==> src/rtl/mul_sel_acc.sv <==
// Two-stage select/sum/accumulate pipeline: per-channel select multipliers, then an adder tree with optional running accumulator.
// Define MUL_SEL_ACC_SAT_EN to saturate out_data and the accumulator on overflow (default build wraps modulo 2^W).
module mul_sel_acc #(
    parameter int W  = 8,
    parameter int CH = 4
) (
    input  logic            clk_i,
    input  logic            reset_i,
    input  logic            in_valid_i,
    output logic            in_ready_o,
    input  logic [CH*W-1:0] in_data_i,
    input  logic [CH-1:0]   in_sel_i,
    input  logic            in_acc_i,
    input  logic            in_clr_i,
    output logic            out_valid_o,
    input  logic            out_ready_i,
    output logic [W-1:0]    out_data_o,
    output logic            out_ovf_o
);

    localparam int SW = W + $clog2(CH + 1);

    logic                advance;
    logic signed [W-1:0] prod_d [CH];
    logic signed [W-1:0] prod_q [CH];
    logic                s1Valid_q;
    logic                accFlag_q;
    logic                clrFlag_q;

    logic signed [SW-1:0] sum_d;
    logic                 ovf_d;
    logic        [W-1:0]  result_d;

    logic                 outValid_q;
    logic        [W-1:0]  outData_q;
    logic                 outOvf_q;
    logic signed [W-1:0]  acc_q;

    assign advance    = !outValid_q || out_ready_i;
    assign in_ready_o = advance;

    // Select is done by multiplying each operand by its 0/1 select bit.
    always_comb begin
        for (int i = 0; i < CH; i++) begin
            prod_d[i] = $signed(in_data_i[i*W +: W]) * $signed({{(W-1){1'b0}}, in_sel_i[i]});
        end
    end

    always_ff @(posedge clk_i) begin
        if (reset_i) begin
            s1Valid_q <= 1'b0;
            accFlag_q <= 1'b0;
            clrFlag_q <= 1'b0;
            for (int i = 0; i < CH; i++) begin
                prod_q[i] <= '0;
            end
        end else if (advance) begin
            s1Valid_q <= in_valid_i;
            accFlag_q <= in_acc_i;
            clrFlag_q <= in_clr_i;
            for (int i = 0; i < CH; i++) begin
                prod_q[i] <= prod_d[i];
            end
        end
    end

    // acc_q is written on the same edge as the output register, so it already
    // holds the previous beat's result when the next beat reaches this stage.
    always_comb begin
        sum_d = '0;
        if (accFlag_q && !clrFlag_q) begin
            sum_d = {{(SW-W){acc_q[W-1]}}, acc_q};
        end
        for (int i = 0; i < CH; i++) begin
            sum_d = sum_d + {{(SW-W){prod_q[i][W-1]}}, prod_q[i]};
        end
    end

    // The sum fits in W bits only when its top SW-W+1 bits are all equal.
    assign ovf_d = !((&sum_d[SW-1:W-1]) || !(|sum_d[SW-1:W-1]));

`ifdef MUL_SEL_ACC_SAT_EN
    always_comb begin
        result_d = sum_d[W-1:0];
        if (ovf_d) begin
            result_d = sum_d[SW-1] ? {1'b1, {(W-1){1'b0}}} : {1'b0, {(W-1){1'b1}}};
        end
    end
`else
    always_comb begin
        result_d = sum_d[W-1:0];
    end
`endif

    always_ff @(posedge clk_i) begin
        if (reset_i) begin
            outValid_q <= 1'b0;
            outData_q  <= '0;
            outOvf_q   <= 1'b0;
            acc_q      <= '0;
        end else if (advance) begin
            outValid_q <= s1Valid_q;
            if (s1Valid_q) begin
                outData_q <= result_d;
                outOvf_q  <= ovf_d;
                if (accFlag_q) begin
                    acc_q <= result_d;
                end
            end
        end
    end

    assign out_valid_o = outValid_q;
    assign out_data_o  = outData_q;
    assign out_ovf_o   = outOvf_q;

endmodule
==> config.mk <==
export PLATFORM = sky130hd
export DESIGN_NAME = mul_sel_acc
export DESIGN_NICKNAME = d
export VERILOG_FILES = /design/src/rtl/mul_sel_acc.sv
export SDC_FILE = /design/constraint.sdc
export NUM_CORES = 1
export LEC_CHECK = 0
export BUFFER_PORTS_ARGS = -buffer_cell sky130_fd_sc_hd__buf_2
export CORE_AREA = 3 3 80 82
export CTS_CLUSTER_SIZE = 10
export DETAILED_ROUTE_END_ITERATION = 8
export DIE_AREA = 0 0 83 85
export GPL_ROUTABILITY_DRIVEN = 0
export GPL_TIMING_DRIVEN = 1
export PLACE_DENSITY = 0.85
export SLEW_MARGIN = 20
export SYNTH_ARGS = -nofsm -noshare
export SYNTH_HDL_FRONTEND = slang
export SYNTH_SLANG_ARGS = --single-unit
==> constraint.sdc <==
create_clock -name clk_i -period 5.6 [get_ports clk_i]
set_input_delay 0.28 -clock clk_i [delete_from_list [all_inputs] [get_ports clk_i]]
set_output_delay 0.28 -clock clk_i [all_outputs]
set_load 0.01 [all_outputs]
==> out/qor.csv <==
metric,value,unit
cap_violations,0,
p_comb_share,25.4,%
final_cell_area,3563,sq um
ys_ff_latch,53,
path_cells,nor2b_1 > nand2_1 > fa_1 > fa_1 > fa_1 > inv_1 > ha_1 > fa_1 > a211o_1 > a2111o_1 > o311ai_2 > nand2_1 > nor4_1 > nor4_1,
dpl.hpwl,4672,um
post-cts-setup-buffers,0,
fin_crit_sh,84.93,%
htreeDepth,2,
grt_usage,17.91,%
crit_type,reg -> reg,
clock-root-buffer,clkbuf_8,
synthXorXnorAreaFrac,2.245,%
hold_viol_final,0,
synth_ff_type,edfxtp_1,
synth_compound_area_share,7.779,%
tightest_slew,0.5517,ns
viasPerCell,5.074,
synth_top_area_share,30.79,%
syn_nets,384,
ant_nets,0,
pwr-share-clk,26.9,%
wl,5923,um
syn_area,3120,sq um
yosysWarnings,0,
worst_path_most_repeated_cell,fa_1,
crit_path_start_kind,flop,
arrival,4.94,ns
worstSkewPairLatency,0.31,ns
pwr-share-seq,47.6,%
die_w,83,um
clkSinkCount,53,
final_cells,433,
cts_tree,built,
muxShareOfSynthArea,0,%
initial_utilization,53.66,%
status,"complete, no violations",
fin_nets,436,
core,5816,sq um
path_clk_slew,0.09,ns
die_y,85,um
numCtsBuffers,5,
synth_cell_types,34,
synthSimpleGateAreaFrac,16.68,%
gr-total-overflow,0,
rows,28,
synth_seq_area_share,44.27,%
grt_pass1_vias,2215,
drive_gt1_share,18.72,%
synth_edf_count,32,
clockBufferDepth,2,
critical-path-slowest-cell,fa_1,
leakage,0.001748,uW
detail_route.wl_per_cell,13.68,um
skew,0.01149,ns
rsz0062_at_grt,no,
p_switching,272.6,uW
cts-resized-gates,0,
final_max_slew_viol_count,0,
drt_first_pass_iters,4,
worst-path-buf-inv,1,
die-area,7055,sq um
critical-path-top-delay-family,adder cells,
dpl.cell_count,425,
vias,2197,
async_flop_share,0,%
synth_area_leaders,"edfxtp_1, fa_1, dfxtp_1",
io_buffers,52,
area_growth,14.19,%
required,5.78,ns
hp-class,in -> reg,
ios,53,
synth_top_family_by_area,adder cells,
critPathMaxFanout,9,
finalSetupTns,0,ns
yosysTopAreaCell,edfxtp_1,
cp-end-kind,flop,
drtIter0Drc,69,
syn_area_per_cell,10.23,sq um
layout_commonest_cell,inv_1,
p_per_area,264.2,nW/um^2
fin_crit,4.756,ns
grt_pass1_wl,9991,um
hold_slack,0.2181,ns
final_cell_mix,"inv_1, buf_2, nand2_1",
max_freq,210.3,MHz
finalSetupViolCount,0,
antenna-diode-count,0,
place_area,3456,sq um
relSlewSlack,63.14,%
drcViolationCount,0,
p_sw_share,28.96,%
synth_adder_area_share,21.09,%
p_int,669.0,uW
slowest_delay,0.52,ns
ctsHoldBuffers,0,
grt_antenna_before_repair,0,
syn_inst,305,
grt_max_degree,33,
vdd_ir_drop_max,0.0001617,V
## metal layers
layer,GRT usage [%],vias to the layer above,wire (um)
li1,-,1103,-
met1,22.42,1028,2609
met2,30.61,59,2884
met3,4.272,7,309
met4,6.241,0,119
met5,0,-,0
## state kept, by name (all words and copies together), names as in the netlist
| name | cells |
|---|---|
| prod_q | 32 |
| accFlag_q | 1 |
| acc_q | 8 |
| s1Valid_q | 1 |
| clrFlag_q | 1 |
| out_valid_o | 1 |
| out_data_o | 8 |
| out_ovf_o | 1 |
## cells in the mapped netlist (2+ instances only)
master     n
nor2_1    15
nor4_1     2
clkbuf_1   9
nand3_1   10
and2_1     2
fa_1      26
ha_1      11
dfxtp_1   21
a21oi_1   24
nand2_1   35
o41ai_1    2
nor2b_1    2
edfxtp_1  32
xnor2_1    5
xor2_1     3
and3_1    32
inv_1     57
## worst min-delay path, cell delays in order
cell and delay, ns:
buf_2 0.09, nand2_1 0.05, a21oi_1 0.05
## path summary, 6_finish.rpt
check             depth (start not counted)                         end                  startpoint  slack (ns)
setup / recovery                         14      out_ovf_o$_SDFFE_PP0P_      accFlag_q$_SDFFE_PP0N_        0.84
hold / removal                            3      s1Valid_q$_SDFFE_PP0N_                  in_valid_i        0.22
setup reg to reg                         14      out_ovf_o$_SDFFE_PP0P_      accFlag_q$_SDFFE_PP0N_        0.84
hold reg to reg                           2  out_data_o[6]$_SDFFE_PP0P_  out_data_o[6]$_SDFFE_PP0P_        0.46
## stage by stage
step	setup slack (ns)	util, %	total power (uW)
detailed placement	0.8022	59.42	695.3
CTS	0.8107	61.27	948.1
floorplan	1.177	-	632.1
global route	0.4588	61.27	1002
global placement	0.9710	59.42	683.1
finish	0.8440	61.27	941.6
## power groups by stage
stage               sequential [uW]  combinational, uW  clock, uW
floorplan                       458                174          0
global placement                456                227          0
detailed placement              458                238          0
CTS                             449                240        259
global route                    451                274        277
finish                          448                240        254
## area by class of cell
type	instances	area, sq um
clock buffers	6	72.57
clock inverters	2	35.03
fillers	497	2252
inverters	57	214.0
multi-input cells	186	1491
flip-flops and latches	53	1381
well taps	75	93.84
repair buffers	54	275.3
## kinds of logic (layout without fill, tap and decap cells)
group,Yosys count,count (layout)
AO/OA/AOI/OAI,37,37
XOR/XNOR,8,8
buffers and inverters,66,119
adder cells (fa/ha/maj),37,37
flip-flops,53,53
AND/OR/NAND/NOR,104,104
Power figures use the tool's default switching activity.
